## config.mk

```make
export PLATFORM = sky130hd
export DESIGN_NAME = instr_loader_flat
export DESIGN_NICKNAME = d
export VERILOG_FILES = /design/src/rtl/instr_loader_if.sv /design/src/rtl/instr_loader.sv /design/src/flat_wrapper.sv
export SDC_FILE = /design/constraint.sdc
export NUM_CORES = 1
export LEC_CHECK = 0
export BUFFER_PORTS_ARGS = -buffer_cell sky130_fd_sc_hd__clkbuf_2
export CORE_MARGIN = 8
export CORE_UTILIZATION = 50
export DETAILED_ROUTE_END_ITERATION = 16
export PLACE_DENSITY = 0.72
export SLEW_MARGIN = 30
export SYNTH_ARGS = -nofsm -noshare
export SYNTH_HDL_FRONTEND = slang
export SYNTH_SLANG_ARGS = --single-unit
export TNS_END_PERCENT = 30
```

## constraint.sdc

```tcl
create_clock -name clk -period 2.5 [get_ports clk]
set_input_delay 0.625 -clock clk [delete_from_list [all_inputs] [get_ports clk]]
set_output_delay 0.625 -clock clk [all_outputs]
set_load 0.005 [all_outputs]
```

## src/rtl/instr_loader_if.sv

```systemverilog
// Loader-side bus bundle for instr_loader.
// It carries the byte-stream handshake, the instruction-memory write port and
// the CPU reset/status outputs.
// The loader uses the slave modport. The driving environment uses master.
interface instr_loader_if #(
    parameter int WORD_W = 19,
    parameter int ADDR_W = 5
);
    logic              load_req;
    logic              in_valid;
    logic [7:0]        in_data;
    logic              in_ready;
    logic              imem_we;
    logic [ADDR_W-1:0] imem_addr;
    logic [WORD_W-1:0] imem_wdata;
    logic              cpu_reset;
    logic              load_done;
    logic              load_err;
    logic [ADDR_W:0]   words_loaded;

    modport master (
        output load_req, in_valid, in_data,
        input  in_ready, imem_we, imem_addr, imem_wdata,
        input  cpu_reset, load_done, load_err, words_loaded
    );

    modport slave (
        input  load_req, in_valid, in_data,
        output in_ready, imem_we, imem_addr, imem_wdata,
        output cpu_reset, load_done, load_err, words_loaded
    );
endinterface

```

## src/rtl/instr_loader.sv

```systemverilog
// Boot-time program loader for the CPU's instruction memory.
//
// Stream layout: a count byte N (1..DEPTH), then 3 bytes per word, sent
// big-endian. The hi byte carries word[18:16] in bits[2:0], and its upper bits
// must be zero. Addresses N..DEPTH-1 are then padded with FILL_WORD. The CPU is
// held in reset until a complete image is in memory.
//
// Optional feature macro: INSTR_LOADER_CHECKSUM_EN. When it is defined, the
// stream carries one more byte after the last word. That byte is the XOR of
// all payload bytes, and it is checked before padding starts.
//
// state   | meaning
// --------+---------------------------------------------------------------
// IDLE    | after reset, waiting for load_req; CPU held in reset
// COUNT   | waiting for the word-count byte
// HI      | waiting for the hi byte of the next word
// MID     | waiting for the mid byte
// LO      | waiting for the lo byte
// WR      | one-cycle write of the assembled word; no byte accepted
// CHECK   | waiting for the checksum byte (checksum build only)
// FILL    | writing FILL_WORD to each remaining address
// RUN     | image complete; CPU released
// ERROR   | malformed stream; CPU held in reset; memory left partial
module instr_loader #(
    parameter int                WORD_W    = 19,
    parameter int                DEPTH     = 32,
    parameter int                ADDR_W    = 5,
    parameter logic [WORD_W-1:0] FILL_WORD = 19'h00000
) (
    input logic            clk,
    input logic            reset,
    instr_loader_if.slave  bus
);

    localparam int CNT_W = ADDR_W + 1;
    localparam int HI_W  = WORD_W - 16;

    localparam logic [3:0] S_IDLE  = 4'd0;
    localparam logic [3:0] S_COUNT = 4'd1;
    localparam logic [3:0] S_HI    = 4'd2;
    localparam logic [3:0] S_MID   = 4'd3;
    localparam logic [3:0] S_LO    = 4'd4;
    localparam logic [3:0] S_WR    = 4'd5;
    localparam logic [3:0] S_FILL  = 4'd6;
    localparam logic [3:0] S_RUN   = 4'd7;
    localparam logic [3:0] S_ERROR = 4'd8;
`ifdef INSTR_LOADER_CHECKSUM_EN
    localparam logic [3:0] S_CHECK = 4'd9;
`endif

    logic [3:0]        state_q, state_d;
    logic [CNT_W-1:0]  n_q, n_d;
    logic [HI_W-1:0]   hi_q, hi_d;
    logic [7:0]        mid_q, mid_d;
    logic [ADDR_W-1:0] addr_q, addr_d;
    logic [WORD_W-1:0] wdata_q, wdata_d;
    logic [CNT_W-1:0]  words_loaded_q, words_loaded_d;
    logic              in_ready_q, in_ready_d;
    logic              imem_we_q, imem_we_d;
    logic              cpu_reset_q, cpu_reset_d;
    logic              load_done_q, load_done_d;
    logic              load_err_q, load_err_d;
`ifdef INSTR_LOADER_CHECKSUM_EN
    logic [7:0]        csum_q, csum_d;
`endif

    logic              xfer;
    logic              image_done;
    logic [CNT_W-1:0]  words_next;

    // Next-state, datapath and registered-output computation.
    always_comb begin
        state_d        = state_q;
        n_d            = n_q;
        hi_d           = hi_q;
        mid_d          = mid_q;
        addr_d         = addr_q;
        wdata_d        = wdata_q;
        words_loaded_d = words_loaded_q;
`ifdef INSTR_LOADER_CHECKSUM_EN
        csum_d         = csum_q;
`endif
        image_done     = 1'b0;
        xfer           = bus.in_valid && in_ready_q;
        words_next     = words_loaded_q + CNT_W'(1);

        case (state_q)
            S_IDLE, S_RUN, S_ERROR: begin
                if (bus.load_req) begin
                    state_d = S_COUNT;
                end
            end
            S_COUNT: begin
                if (xfer) begin
                    if (bus.in_data == 8'd0 || bus.in_data > 8'(DEPTH)) begin
                        state_d = S_ERROR;
                    end else begin
                        n_d            = bus.in_data[CNT_W-1:0];
                        addr_d         = '0;
                        words_loaded_d = '0;
`ifdef INSTR_LOADER_CHECKSUM_EN
                        csum_d         = 8'h00;
`endif
                        state_d        = S_HI;
                    end
                end
            end
            S_HI: begin
                if (xfer) begin
                    if (|bus.in_data[7:HI_W]) begin
                        state_d = S_ERROR;
                    end else begin
                        hi_d    = bus.in_data[HI_W-1:0];
`ifdef INSTR_LOADER_CHECKSUM_EN
                        csum_d  = csum_q ^ bus.in_data;
`endif
                        state_d = S_MID;
                    end
                end
            end
            S_MID: begin
                if (xfer) begin
                    mid_d   = bus.in_data;
`ifdef INSTR_LOADER_CHECKSUM_EN
                    csum_d  = csum_q ^ bus.in_data;
`endif
                    state_d = S_LO;
                end
            end
            S_LO: begin
                if (xfer) begin
                    wdata_d = {hi_q, mid_q, bus.in_data};
`ifdef INSTR_LOADER_CHECKSUM_EN
                    csum_d  = csum_q ^ bus.in_data;
`endif
                    state_d = S_WR;
                end
            end
            S_WR: begin
                words_loaded_d = words_next;
                if (words_next == n_q) begin
                    // The last image word keeps addr_q, so an N = DEPTH image
                    // never wraps the address back to zero.
`ifdef INSTR_LOADER_CHECKSUM_EN
                    state_d = S_CHECK;
`else
                    image_done = 1'b1;
`endif
                end else begin
                    addr_d  = addr_q + ADDR_W'(1);
                    state_d = S_HI;
                end
            end
`ifdef INSTR_LOADER_CHECKSUM_EN
            S_CHECK: begin
                if (xfer) begin
                    if (bus.in_data == csum_q) begin
                        image_done = 1'b1;
                    end else begin
                        state_d = S_ERROR;
                    end
                end
            end
`endif
            S_FILL: begin
                if (addr_q == ADDR_W'(DEPTH - 1)) begin
                    state_d = S_RUN;
                end else begin
                    addr_d = addr_q + ADDR_W'(1);
                end
            end
            default: begin
                state_d = S_IDLE;
            end
        endcase

        // A full image skips padding and releases the CPU right after its last write.
        if (image_done) begin
            if (n_q == CNT_W'(DEPTH)) begin
                state_d = S_RUN;
            end else begin
                state_d = S_FILL;
                addr_d  = n_q[ADDR_W-1:0];
                wdata_d = FILL_WORD;
            end
        end

        // Outputs are registered copies of what the next state implies.
        in_ready_d  = (state_d == S_COUNT) || (state_d == S_HI) ||
                      (state_d == S_MID)   || (state_d == S_LO);
`ifdef INSTR_LOADER_CHECKSUM_EN
        if (state_d == S_CHECK) begin
            in_ready_d = 1'b1;
        end
`endif
        imem_we_d   = (state_d == S_WR) || (state_d == S_FILL);
        cpu_reset_d = (state_d != S_RUN);
        load_done_d = (state_d == S_RUN);
        load_err_d  = (state_d == S_ERROR);
    end

    // State and output registers. Asynchronous reset parks the block in IDLE
    // with the CPU held in reset.
    always_ff @(posedge clk or negedge reset) begin
        if (!reset) begin
            state_q        <= S_IDLE;
            n_q            <= '0;
            hi_q           <= '0;
            mid_q          <= '0;
            addr_q         <= '0;
            wdata_q        <= '0;
            words_loaded_q <= '0;
            in_ready_q     <= 1'b0;
            imem_we_q      <= 1'b0;
            cpu_reset_q    <= 1'b1;
            load_done_q    <= 1'b0;
            load_err_q     <= 1'b0;
`ifdef INSTR_LOADER_CHECKSUM_EN
            csum_q         <= 8'h00;
`endif
        end else begin
            state_q        <= state_d;
            n_q            <= n_d;
            hi_q           <= hi_d;
            mid_q          <= mid_d;
            addr_q         <= addr_d;
            wdata_q        <= wdata_d;
            words_loaded_q <= words_loaded_d;
            in_ready_q     <= in_ready_d;
            imem_we_q      <= imem_we_d;
            cpu_reset_q    <= cpu_reset_d;
            load_done_q    <= load_done_d;
            load_err_q     <= load_err_d;
`ifdef INSTR_LOADER_CHECKSUM_EN
            csum_q         <= csum_d;
`endif
        end
    end

    assign bus.in_ready     = in_ready_q;
    assign bus.imem_we      = imem_we_q;
    assign bus.imem_addr    = addr_q;
    assign bus.imem_wdata   = wdata_q;
    assign bus.cpu_reset    = cpu_reset_q;
    assign bus.load_done    = load_done_q;
    assign bus.load_err     = load_err_q;
    assign bus.words_loaded = words_loaded_q;

endmodule

```

## src/flat_wrapper.sv

```systemverilog
// flat-port wrapper written by rule: the top's interface ports become plain ports
module instr_loader_flat 
#(
    parameter int                WORD_W    = 19,
    parameter int                DEPTH     = 32,
    parameter int                ADDR_W    = 5,
    parameter logic [WORD_W-1:0] FILL_WORD = 19'h00000
)
  (clk, reset, bus_load_req, bus_in_valid, bus_in_data, bus_in_ready, bus_imem_we, bus_imem_addr, bus_imem_wdata, bus_cpu_reset, bus_load_done, bus_load_err, bus_words_loaded);
  instr_loader_if #(.WORD_W(WORD_W), .ADDR_W(ADDR_W)) bus_i ();
  input logic clk;
  input logic reset;
  input wire logic [$bits(bus_i.load_req)-1:0] bus_load_req;
  input wire logic [$bits(bus_i.in_valid)-1:0] bus_in_valid;
  input wire logic [$bits(bus_i.in_data)-1:0] bus_in_data;
  output wire logic [$bits(bus_i.in_ready)-1:0] bus_in_ready;
  output wire logic [$bits(bus_i.imem_we)-1:0] bus_imem_we;
  output wire logic [$bits(bus_i.imem_addr)-1:0] bus_imem_addr;
  output wire logic [$bits(bus_i.imem_wdata)-1:0] bus_imem_wdata;
  output wire logic [$bits(bus_i.cpu_reset)-1:0] bus_cpu_reset;
  output wire logic [$bits(bus_i.load_done)-1:0] bus_load_done;
  output wire logic [$bits(bus_i.load_err)-1:0] bus_load_err;
  output wire logic [$bits(bus_i.words_loaded)-1:0] bus_words_loaded;
  assign bus_i.load_req = bus_load_req;
  assign bus_i.in_valid = bus_in_valid;
  assign bus_i.in_data = bus_in_data;
  assign bus_in_ready = bus_i.in_ready;
  assign bus_imem_we = bus_i.imem_we;
  assign bus_imem_addr = bus_i.imem_addr;
  assign bus_imem_wdata = bus_i.imem_wdata;
  assign bus_cpu_reset = bus_i.cpu_reset;
  assign bus_load_done = bus_i.load_done;
  assign bus_load_err = bus_i.load_err;
  assign bus_words_loaded = bus_i.words_loaded;
  instr_loader #(.WORD_W(WORD_W), .DEPTH(DEPTH), .ADDR_W(ADDR_W), .FILL_WORD(FILL_WORD)) u_core (.clk(clk), .reset(reset), .bus(bus_i));
endmodule
```

==> summary.txt <==
Status
  • Status: finished clean

STA
  • Period utilisation layout: 0.936
  • Final Hold Fails: 0
  • Final WS setup: 160 ps
  • Max Freq: 427 MHz
  • RSZ-0062 raised after global routing: false
  • Minimum clock period: 2340 ps
  • Max Transition Viols Final: 0
  • Worst Max-Slew Pin Slew: 583 ps
  • Skew final: 12.2 ps
  • Setup TNS: 0 ps
  • Max_slew headroom: 0.611
  • Finish-stage setup viols: 0

Floorplanning
  • Starting Density: 0.520
  • # IOs: 47
  • Die area: 8400 µm²
  • Die width: 91.7 µm
  • Site row count: 27
  • Core Box Area: 5510 µm²
  • Die H: 91.7 µm

Power
  • Fraction of power consumed by sequential logic: 0.425
  • Sw Share: 0.385
  • Power, Total: 3.25 mW
  • Pwr per Cell Area: 969 nW/µm²
  • Clock share of power: 0.163
  • Pint: 2.00 mW
  • Leak: 1.57 nW
  • Comb power frac: 0.411
  • Worst vdd ir: 0.000606 V
  • Net Switching: 1.25 mW

Logic synthesis
  • Main synth FF type: dfrtp_1
  • Sequential area share after synthesis: 0.490
  • Yosys top cell area share: 0.481
  • Count of different cell masters after synthesis: 56
  • Synth area leaders: dfrtp_1 48%, mux2_2 7.1%, nand2_1 6.6%
  • #FFs+latches synth: 56
  • EDFF count, synth: 0
  • Synth Warn #: 0
  • Synthesized instance count: 281
  • Synth async-reset ratio: 1.00
  • Post-Syn Nets: 297
  • Largest area contributor in the netlist: dfrtp_1
  • Mapped Area: 2860 µm²
  • Syn avg cell area: 10.2 µm²

Routing
  • Initial drt markers: 106
  • Drt drc: 0
  • Routed wire length: 6970 µm
  • Wire length per cell: 17.0 µm
  • Vias/cell: 5.73
  • 1st-pass router iterations: 4
  • Vias: 2345
  • DRT antenna net count: 0

Worst setup path
  • Reg2reg setup slack: 160 ps
  • FF-to-FF Start: u_core.bus.words_loaded[1]
  • R2R Path End: u_core.bus.imem_addr[0]
  • CP Launch Type: flip-flop
  • Critical path type: flip-flop to flip-flop
  • Arrival time worst endpoint: 2600 ps
  • Req. time, crit path: 2760 ps
  • Crit path launch: u_core.bus.words_loaded[1]
  • CP Capture Point: u_core.bus.imem_addr[0]
  • Crit Path Max Fanout: 6
  • Reg2Reg Depth: 8
  • Crit end category: flip-flop

Placement
  • Placed instance count: 401
  • Placed Area: 3250 µm²
  • Dpl ws: 134 ps
  • Port Buffers: 46
  • DP HPWL: 5040 µm
  • Routability cong.: 0.900

Global route
  • Total gr overflow: 0
  • Gr usage total: 0.174
  • Initial antenna violation count: 0
  • Largest net degree at the start of global routing: 37
  • Vias in the first global route: 2399
  • First-pass GRT wire length: 11900 µm

Finish
  • Area Growth Syn to Fin: 17.1%
  • Antenna cells: 0
  • Final instance area: 3350 µm²
  • Nets@finish: 352
  • Share of layout cells above drive strength 1: 0.294
  • Final std cells w/o fill: 409

Clocking
  • Sink Count: 56
  • Clock transition at the registers of the reported paths: 120 ps
  • Root buffer cell: clkbuf_8
  • Max clock buf depth: 2
  • CTS buffer count: 5
  • CTS tree: built
  • H-tree Lvls: 2
  • Later-pin clock latency in the skew report: 320 ps

Min path
  • Hold Crit Class: primary input to async pin

Flow run
  • Max-cap violation count: 0
critical path, cell delays in order, from the launching register on:
cell and delay (ps):
dfrtp_1 380, ha_1 210, xor3_1 440, nor3_2 240, o211ai_2 140, buf_4 180
or2_2 290, a311oi_1 260, a211o_1 150
worst min path at each step:
| stage | startpoint | endpoint | slack [ps] | depth (start not counted) |
|---|---|---|---|---|
| floorplan | reset | u_core.bus.imem_addr[0] | 330 | 0 |
| global placement | u_core.mid_q[3] | u_core.mid_q[3] | 490 | 1 |
| detailed placement | u_core.hi_q[1] | u_core.hi_q[1] | 490 | 1 |
| CTS | reset | u_core.n_q[5] | 290 | 1 |
| global route | reset | u_core.n_q[5] | 320 | 1 |
| finish | reset | u_core.n_q[5] | 280 | 1 |
metal layers:
| metal | global-route usage | wire length [µm] |
|---|---|---|
| met1 | 0.217 | 3100 |
| met2 | 0.286 | 3380 |
| met3 | 0.0489 | 397 |
| met4 | 0.0477 | 89 |
| met5 | 0 | 0 |
power by group through the flow:
stage               clock, mW  sequential, mW  combinational (mW)
detailed placement          0            1.40                1.32
global placement            0            1.39                1.29
global route            0.579            1.42                1.49
floorplan                   0            1.35               0.901
CTS                     0.545            1.38                1.33
finish                  0.531            1.38                1.34
synthesized netlist by cell type (2+ instances only):
cell	number
a211o_1	3
a21oi_1	23
a221o_1	2
a22o_1	2
a311oi_1	3
a31oi_1	5
and2_1	3
and3_1	5
buf_2	4
clkbuf_1	8
dfrtp_1	55
ha_1	4
inv_1	5
mux2_2	18
nand2_1	50
nand2b_1	5
nand3_1	7
nand4_1	2
nand4bb_1	2
nor2_1	11
nor2b_1	5
nor3_1	4
nor3b_1	3
nor4b_1	2
o21a_1	2
o21ai_0	9
o22ai_1	2
o31ai_1	2
or2_2	2
xnor2_1	5
xor2_1	2
xor3_1	2
repair_timing:
item / in CTS / in global routing
hold buffers: 0 / 0
buffers inserted: 0 / 0
endpoints found under the setup margin: 0 / 2
resized for setup: 0 / 1
hold endpoints to repair: 0 / 0
stage by stage:
stage | hold slack [ps] | utilization
6_report | 276 | 0.609
5_1_grt | 316 | 0.609
3_5_place_dp | 495 | 0.591
2_1_floorplan | 329 | -
4_1_cts | 293 | 0.608
3_3_place_gp | 489 | 0.591
cell families (layout without fill, tap and decap cells):
kind of cell	after synthesis	in the layout	share of synthesized area
buffers and inverters	18	74	0.0258
XOR/XNOR	10	10	0.0459
adder cells (fa/ha/maj)	4	4	0.0175
AND/OR/NAND/NOR	107	107	0.188
flip-flops	56	56	0.490
AO/OA/AOI/OAI	68	68	0.162
multiplexers	18	18	0.0708
layout by cell type, fill, tap and decap left out, types with 7 or more instances in the layout:
cell      synthesis  routed
nand3_1           7       7
clkbuf_2          1      46
buf_4             0      14
o21ai_0           9       9
a21oi_1          23      23
dfrtp_1          55      55
nand2_1          50      50
nor2_1           11      11
mux2_2           18      18
flip-flops by register name, indices dropped and copies added (netlist names), 3 cells and up:
signal and cells:
u_core.hi_q 3, u_core.mid_q 8, u_core.bus.words_loaded 6, u_core.state_q 4
u_core.bus.imem_wdata 19, u_core.n_q 6, u_core.bus.imem_addr 5
area by class of cell:
class	count	area [µm²]
inverter	5	18.8
sequential	56	1400
clock buffer	5	68.8
tap	72	90.1
multi-input combinational	207	1390
fill	475	2150
timing repair buffer	61	355
clock inverter	3	25.0
Power figures use the tool's default switching activity.
